--- src/rtl/ysyx_sq.sv ---
// Post-commit store queue: drains retired stores to the data-memory write port
// in program order and offers store-to-load forwarding for younger loads.
module ysyx_sq #(
    parameter int SQ_SIZE = 4,
    parameter int XLEN    = 32
) (
    input  logic            clock,
    input  logic            reset,
    input  logic            rou_valid,
    input  logic            rou_store,
    input  logic [4:0]      rou_alu,
    input  logic [XLEN-1:0] rou_waddr,
    input  logic [XLEN-1:0] rou_wdata,
    output logic            sq_ready,
    output logic            sq_empty,
    output logic            mem_valid,
    input  logic            mem_ready,
    output logic [XLEN-1:0] mem_addr,
    output logic [XLEN-1:0] mem_wdata,
    output logic [3:0]      mem_wstrb,
    input  logic            mem_done,
    input  logic            ld_valid,
    input  logic [XLEN-1:0] ld_addr,
    output logic            ld_fwd_hit,
    output logic [XLEN-1:0] ld_fwd_data,
    output logic            ld_stall
);

    localparam int PW = $clog2(SQ_SIZE);
    localparam int CW = PW + 1;

    typedef enum logic [1:0] {
        S_IDLE,
        S_REQ,
        S_WAIT
    } state_t;

    logic [XLEN-3:0]    e_addr [SQ_SIZE];
    logic [XLEN-1:0]    e_data [SQ_SIZE];
    logic [3:0]         e_strb [SQ_SIZE];
    logic [SQ_SIZE-1:0] e_vld;

    logic [PW-1:0] head, tail;
    logic [CW-1:0] count, count_nxt;
    state_t        state, state_nxt;

    logic          enq, pop;
    logic [1:0]    off;
    logic [3:0]    new_strb;
    logic [XLEN-1:0] new_data;

    logic alu_unused;
    assign alu_unused = ^{rou_alu[4:2], ld_addr[1:0]};

    assign sq_ready = (count != CW'(SQ_SIZE));
    assign sq_empty = (count == '0) && (state == S_IDLE);
    assign enq      = rou_valid && rou_store && sq_ready && !reset;
    assign pop      = (state == S_WAIT) && mem_done;
    assign off      = rou_waddr[1:0];
    assign new_data = rou_wdata << {off, 3'b000};

    // Half at offset 3 loses its upper strobe through 4-bit truncation.
    always_comb begin
        new_strb = 4'hf;
        unique case (rou_alu[1:0])
            2'b00:   new_strb = 4'b0001 << off;
            2'b01:   new_strb = 4'b0011 << off;
            default: new_strb = 4'hf;
        endcase
    end

    always_comb begin
        count_nxt = count;
        if (enq && !pop) begin
            count_nxt = count + CW'(1);
        end else if (!enq && pop) begin
            count_nxt = count - CW'(1);
        end
    end

    always_ff @(posedge clock or posedge reset) begin
        if (reset) begin
            head  <= '0;
            tail  <= '0;
            count <= '0;
            e_vld <= '0;
            state <= S_IDLE;
        end else begin
            if (pop) begin
                head         <= head + PW'(1);
                e_vld[head]  <= 1'b0;
            end
            if (enq) begin
                tail         <= tail + PW'(1);
                e_vld[tail]  <= 1'b1;
            end
            count <= count_nxt;
            state <= state_nxt;
        end
    end

    always_ff @(posedge clock) begin
        if (enq) begin
            e_addr[tail] <= rou_waddr[XLEN-1:2];
            e_data[tail] <= new_data;
            e_strb[tail] <= new_strb;
        end
    end

    always_comb begin
        state_nxt = state;
        mem_valid = 1'b0;
        unique case (state)
            S_IDLE: begin
                if (count != '0) state_nxt = S_REQ;
            end
            S_REQ: begin
                mem_valid = 1'b1;
                if (mem_ready) state_nxt = S_WAIT;
            end
            S_WAIT: begin
                if (mem_done) begin
                    state_nxt = (count_nxt != '0) ? S_REQ : S_IDLE;
                end
            end
            default: state_nxt = S_IDLE;
        endcase
    end

    assign mem_addr  = mem_valid ? {e_addr[head], 2'b00} : '0;
    assign mem_wdata = mem_valid ? e_data[head] : '0;
    assign mem_wstrb = mem_valid ? e_strb[head] : 4'h0;

    logic            fw_found, fw_full, enq_hit;
    logic [XLEN-1:0] fw_data;
    logic [PW-1:0]   idx;

    // Walk oldest to youngest so the last match seen is nearest tail.
    always_comb begin
        fw_found = 1'b0;
        fw_full  = 1'b0;
        fw_data  = '0;
        idx      = head;
        for (int i = 0; i < SQ_SIZE; i++) begin
            idx = head + PW'(i);
            if (e_vld[idx] && (e_addr[idx] == ld_addr[XLEN-1:2])) begin
                fw_found = 1'b1;
                fw_full  = (e_strb[idx] == 4'hf);
                fw_data  = e_data[idx];
            end
        end
    end

    assign enq_hit     = enq && (rou_waddr[XLEN-1:2] == ld_addr[XLEN-1:2]);
    assign ld_stall    = ld_valid && (enq_hit || (fw_found && !fw_full));
    assign ld_fwd_hit  = ld_valid && fw_found && fw_full && !enq_hit;
    assign ld_fwd_data = ld_fwd_hit ? fw_data : '0;

endmodule

--- config.mk ---
export PLATFORM = sky130hd
export DESIGN_NAME = ysyx_sq
export DESIGN_NICKNAME = d
export VERILOG_FILES = /design/src/rtl/ysyx_sq.sv
export SDC_FILE = /design/constraint.sdc
export NUM_CORES = 1
export LEC_CHECK = 0
export CORE_ASPECT_RATIO = 1.5
export CORE_MARGIN = 5
export CORE_UTILIZATION = 58
export DETAILED_ROUTE_END_ITERATION = 6
export GPL_ROUTABILITY_DRIVEN = 1
export PLACE_DENSITY_LB_ADDON = 0.1
export SETUP_SLACK_MARGIN = 0.3
export SYNTH_ARGS = -nofsm -noshare
export SYNTH_HDL_FRONTEND = slang
export SYNTH_SLANG_ARGS = --single-unit
--- constraint.sdc ---
create_clock -name clock -period 9.3 [get_ports clock]
set_input_delay 2.79 -clock clock [delete_from_list [all_inputs] [get_ports clock]]
set_output_delay 2.79 -clock clock [all_outputs]
set_load 0.005 [all_outputs]
# Yosys cells after proc, flatten, opt, wreduce, memory -nomap -nowiden
# Memory sizes are Yosys's and may differ from the RTL's.
# Index checks and enable logic that the tools add are counted.
[totals]
out_inout_bits = 105
reg_bits = 13
ram_bits = 264
wordCells = 115
mem_count = 3
input_bits = 108
[op_classes]
add_sub_neg = 6
order_cmp = 7
shifts = 3
bitwise = 3
n_reduce_logical = 31
n_mux = 41
eq_ne = 16
[memory_table]
columns = ["name", "words", "width", "rd", "rd_ports_with_merged_regs", "write_ports", "line_no", "rtl"]
rows = [
  ["e_data", 4, 32, 4, 0, 1, "39", "logic [XLEN-1:0] e_data [SQ_SIZE];"],
  ["e_addr", 4, 30, 4, 0, 1, "38", "logic [XLEN-3:0] e_addr [SQ_SIZE];"],
  ["e_strb", 4, 4, 4, 0, 1, "40", "logic [3:0] e_strb [SQ_SIZE];"],
]
[op_table]
columns = ["operator", "n"]
rows = [
  ["32-bit two-way mux", 7],
  ["30-bit equality test", 5],
  ["32-bit by 5-bit << shifter with 32-bit output", 1],
  ["1-bit logical AND", 19],
  ["1-bit two-way mux", 18],
  ["4-bit equality test, second input constant", 4],
  ["2-bit by 3-bit < comparator with 1-bit output, second input constant", 5],
  ["4-bit two-way mux", 3],
  ["1-bit binary-select mux with 2-bit select", 4],
  ["4-bit case mux with 2 select lines", 1],
  ["2-bit two-way mux", 3],
  ["3-bit two-way mux", 2],
  ["2-bit case mux with 3 select lines", 1],
  ["3-bit nonzero test", 2],
  ["1-bit zero test", 5],
  ["2-bit by 1-bit adder with 2-bit output, second input constant", 2],
  ["2-bit adder, second input constant", 2],
  ["4-bit bitwise AND", 1],
  ["1-bit demux with 2-bit select", 2],
  ["2-bit by 1-bit equality test with 1-bit output, second input constant", 2],
  ["2-bit by 1-bit greater-or-equal comparator with 1-bit output, second input constant", 2],
  ["2-bit zero test", 2],
  ["2-bit inequality test, second input constant", 2],
  ["4-bit NOT", 1],
  ["other kinds (11)", 11],
]

# Longest topological paths before layout
[depth]
depth_word = 11
mapped_depth = 23
ltp_nobuf = 10

# Worst setup path before layout
# No wires, ideal clock.
[synth_path]
kind = "in2out"
start = "input port ld_addr[23]"
end = "output port ld_fwd_data[0]"
t_required_ns = 6.510
path_stages = 11
slack_ns = 0.926
path_buffers = 4
arrival_ns = 5.584
cell_sequence = "clkbuf_1 -> a22o_1 -> a2111oi_0 -> o22ai_1 -> or4_1 -> clkbuf_1 -> o32a_1 -> buf_2 -> a311o_4 -> buf_6 -> a2111oi_4"
[synth_between]
elab_chain_cells = 10
word_cells_on_any_way = 27
classes_between = "eq/ne: 5; mux: 13; reduce/logical: 9"
[synth_rtl]
columns = ["item", "line_no", "rtl"]
rows = [
  ["start, declared", "23", "input logic [XLEN-1:0] ld_addr,"],
  ["30-bit equality test", "146", "if (e_vld[idx] && (e_addr[idx] == ld_addr[XLEN-1:2])) begin"],
  ["1-bit logical AND", "146", ""],
  ["1-bit two-way mux (4 in series)", "146", ""],
  ["1-bit logical AND (3 in series)", "156", "assign ld_fwd_hit = ld_valid && fw_found && fw_full && !enq_hit;"],
  ["32-bit two-way mux *", "157", "assign ld_fwd_data = ld_fwd_hit ? fw_data : '0;"],
  ["end, declared", "25", "output logic [XLEN-1:0] ld_fwd_data,"],
]
# Mark *: on every way between the ends. The rest lies on a longest branch, timed or not.

# Worst setup path after layout
[layout_path]
start = "input port ld_addr[24]"
end = "output port ld_fwd_data[11]"
# The elaborated chain is that of the path after synthesis.

==> metrics.cfg <==
[setup_path]
timing.rr.end=e_addr[3][24]
path_common_cell=buf_12
crit_type=input port to output pin
critical_path_required_ps=6510
cp_slowest_stage_delay_ps=600
critPathArrivalTime_ps=6180
slowest_stage=clkdlybuf4s50_1
r2r_start=count[0]
reg2reg_slack_ps=6510
startpoint_type=input port
cp_cell_sequence=clkdlybuf4s50_1 -> xnor2_2 -> nand4_1 -> nor4_2 -> nand4b_1 -> buf_4 -> nor2b_4 -> buf_6 -> a311oi_4 -> buf_4 -> buf_12 -> buf_12 -> buf_6 -> buf_12 -> a2111oi_4 -> buf_2
rr_worst_depth=7
path_max_fanout=5
endpoint_kind=output pin

[timing]
fin_crit_ps=8970
period_share=0.964
finalHoldWorstSlack_ps=537
relSlewSlack=0.194
finalHoldViolCount=0
final-setup-viol-count=0
fin_ws_ps=333
clock_skew_ps=9.29
worst_pin_slew_ps=1210
max_freq_mhz=112
rsz0062_at_grt=false
drv_slew=0

[route]
routed_wl_um=70300
antenna_left=0
dr_total_vias=16350
drt_iter0_markers=1855
via_per_inst=7.07
drc_errors=1
dr.pass1.iters=7
wl_per_cell_um=30.4

[finish]
drive_above_1_share=0.302
area_growth_pct=23.2
final_core_util=0.720
nets=1934
design_area_um2=25800
num_antenna_cells=0

[synthesis]
yosysWarnings=0
synth-main-ff-cell=edfxtp_1
ys_top_cells_by_area=edfxtp_1 38%, mux4_2 22%, mux2i_1 6.2%
synth_edf_count=264
yosysTopAreaCellShare=0.378
synth_cells=1567
synth_cell_types=69
avgSynthCellArea_um2=13.4
async_flop_share=0.0469
syn-cell-area_um2=21000
yosysSeqAreaShare=0.394
yosysTopAreaCell=edfxtp_1
ys_ff_latch=277

[power]
peakVddDrop_mv=0.303
p_int_mw=4.29
p_leak_nw=8.85
pwr-share-seq=0.221
cellPowerDensity_nw_per_um2=273
pwr-share-comb=0.606
p_switching_mw=2.76
swShare=0.392
p_clk_frac=0.173

[clocking]
clk_latency_ps=570
cts_tree=yes
htreeDepth=1
cts_sinks=277
clockBufferDepth=3
root_buffer=clkbuf_16
cts_hold_buf=0
cts_buffers=29
cts.clk_slew.worst_paths_ps=60

[floorplanning]
std_cell_rows=85
die_area_um2=40100
core_area_um2=35800
die_x_um=165
initial_core_util=0.585
io_pins=213
die_h_um=243

[min_path]
hold_depth=1
hp-start=count[2]
worstHoldEndpoint=count[2]
hold_class=flip-flop to flip-flop

[global_routing]
antenna_found_initial=1
grt_pass1_vias=16597
grt_overflow=0
grt_first_pass_wirelength_um=104000
grt_use_total=0.348
grt_max_degree=133

[place]
numPortBuffers=205
gp_congestion=1.03
dp_slack_ps=-258
hpwl_um=48600
place_area_um2=24200

[run]
maxCapViolCount=0

[status]
violations=DRC
outcome=finished with violations

==> power groups by stage <==
stage	clock, mW	combinational (mW)	sequential (mW)
after floorplan	0	2.96	1.55
after global placement	0	4.09	1.57
after detailed placement	0	4.13	1.58
after CTS	1.23	4.20	1.56
after global routing	1.28	4.49	1.57
final	1.22	4.27	1.56
==> state kept, by name (all words and copies together), names as in the netlist <==
| signal | cells |
|---|---|
| e_addr | 120 |
| head | 2 |
| count | 3 |
| tail | 2 |
| state | 2 |
| e_strb | 16 |
| e_vld | 4 |
| e_data | 128 |
==> logic make-up (layout without fill, tap and decap cells) <==
logic type,after synthesis,after routing,synth area share
fa+ha+maj,13,13,0.00753
other cells,1,2,0.000179
mux,348,348,0.289
flops,277,277,0.394
compound gates,224,224,0.109
xor+xnor,122,122,0.0510
buf+inv,192,460,0.0460
simple gates,390,390,0.103
==> critical path, delay by kind of cell <==
family                 cells  cell delay (ps)
AO/OA/AOI/OAI              2              390
XOR/XNOR                   1              160
buffers and inverters      9             1780
AND/OR/NAND/NOR            4             1030
==> Yosys cell counts, types with 5 or more instances <==
library cell / number
edfxtp_1: 264
mux4_2: 205
mux2i_1: 130
xnor2_1: 93
clkbuf_1: 91
and2_1: 68
nor2_1: 68
nand2_1: 58
a221oi_1: 40
nand3_1: 40
and3_1: 39
nor4b_1: 33
a2111oi_4: 29
buf_2: 29
xor2_1: 29
inv_1: 27
o21ai_0: 27
a21oi_1: 24
nand4_1: 24
buf_4: 20
nor2b_1: 17
buf_6: 16
o22ai_1: 16
a211oi_1: 14
dfrtp_1: 13
mux2_2: 12
nor4_1: 12
ha_1: 11
nand2b_1: 11
nor3_1: 11
o2bb2ai_1: 10
buf_1: 7
o32ai_1: 5
==> metal layers <==
| metal | up-vias | global-route usage | share of wire |
|---|---|---|---|
| met5 | - | 0 | 0.00018 |
| met4 | 2 | 0.217 | 0.082 |
| met3 | 275 | 0.0507 | 0.078 |
| met2 | 969 | 0.605 | 0.51 |
| met1 | 8272 | 0.397 | 0.33 |
| li1 | 6832 | - | - |
==> cell usage in the layout (no fill, tap or decap), drive strengths merged, types with 5 or more instances in the layout <==
master / n
o21ai: 27
o2bb2ai: 10
mux4: 205
a211oi: 14
nor4b: 33
dlygate4sd2: 33
nor3: 11
mux2: 13
xnor2: 93
o22ai: 16
bufinv: 6
edfxtp: 264
clkdlybuf4s50: 147
clkbuf: 35
inv: 28
nor2: 68
mux2i: 130
nor4: 12
buf: 187
xor2: 29
a221oi: 40
nand2b: 11
a2111oi: 37
ha: 11
nor2b: 17
a21oi: 24
and3: 39
dfrtp: 13
dlymetal6s2s: 9
nand3: 40
and2: 68
clkinv: 14
nand2: 58
nand4: 24
o32ai: 5
==> worst max-delay path by stage <==
stage                      startpoint         endpoint  slack [ps]  cells past startpoint
after CTS                 ld_addr[11]  ld_fwd_data[11]         160                     15
after global placement    ld_addr[21]         ld_stall        -280                     11
after floorplan           ld_addr[23]   ld_fwd_data[0]         930                     11
after global routing       ld_addr[3]  ld_fwd_data[28]         270                     14
final                     ld_addr[24]  ld_fwd_data[11]         330                     16
after detailed placement  ld_addr[21]         ld_stall        -260                     11
==> layout make-up <==
| class | instances | area [µm²] |
|---|---|---|
| clock buffers | 32 | 737 |
| clock inverters | 20 | 240 |
| fillers | 2524 | 10000 |
| inverters | 28 | 105 |
| multi-input cells | 1099 | 12200 |
| flip-flops and latches | 277 | 8260 |
| well taps | 478 | 598 |
| repair buffers | 380 | 3670 |
==> per-stage QoR <==
step	TNS [ps]	power, mW	instances
final	0	7.05	2314
after global routing	0	7.34	2314
after CTS	0	6.98	2300
after detailed placement	-6080	5.71	2235
after global placement	-5820	5.66	2235
after floorplan	0	4.51	1568
==> repair_timing <==
action / in CTS / in global routing
buffers inserted: 12 / 13
setup endpoints to repair: 34 / 34
gates resized for setup: 136 / 61
cloned: 1 / 1
pin swaps: 15 / 40
No activity file was read; power rests on OpenSTA's default activity.
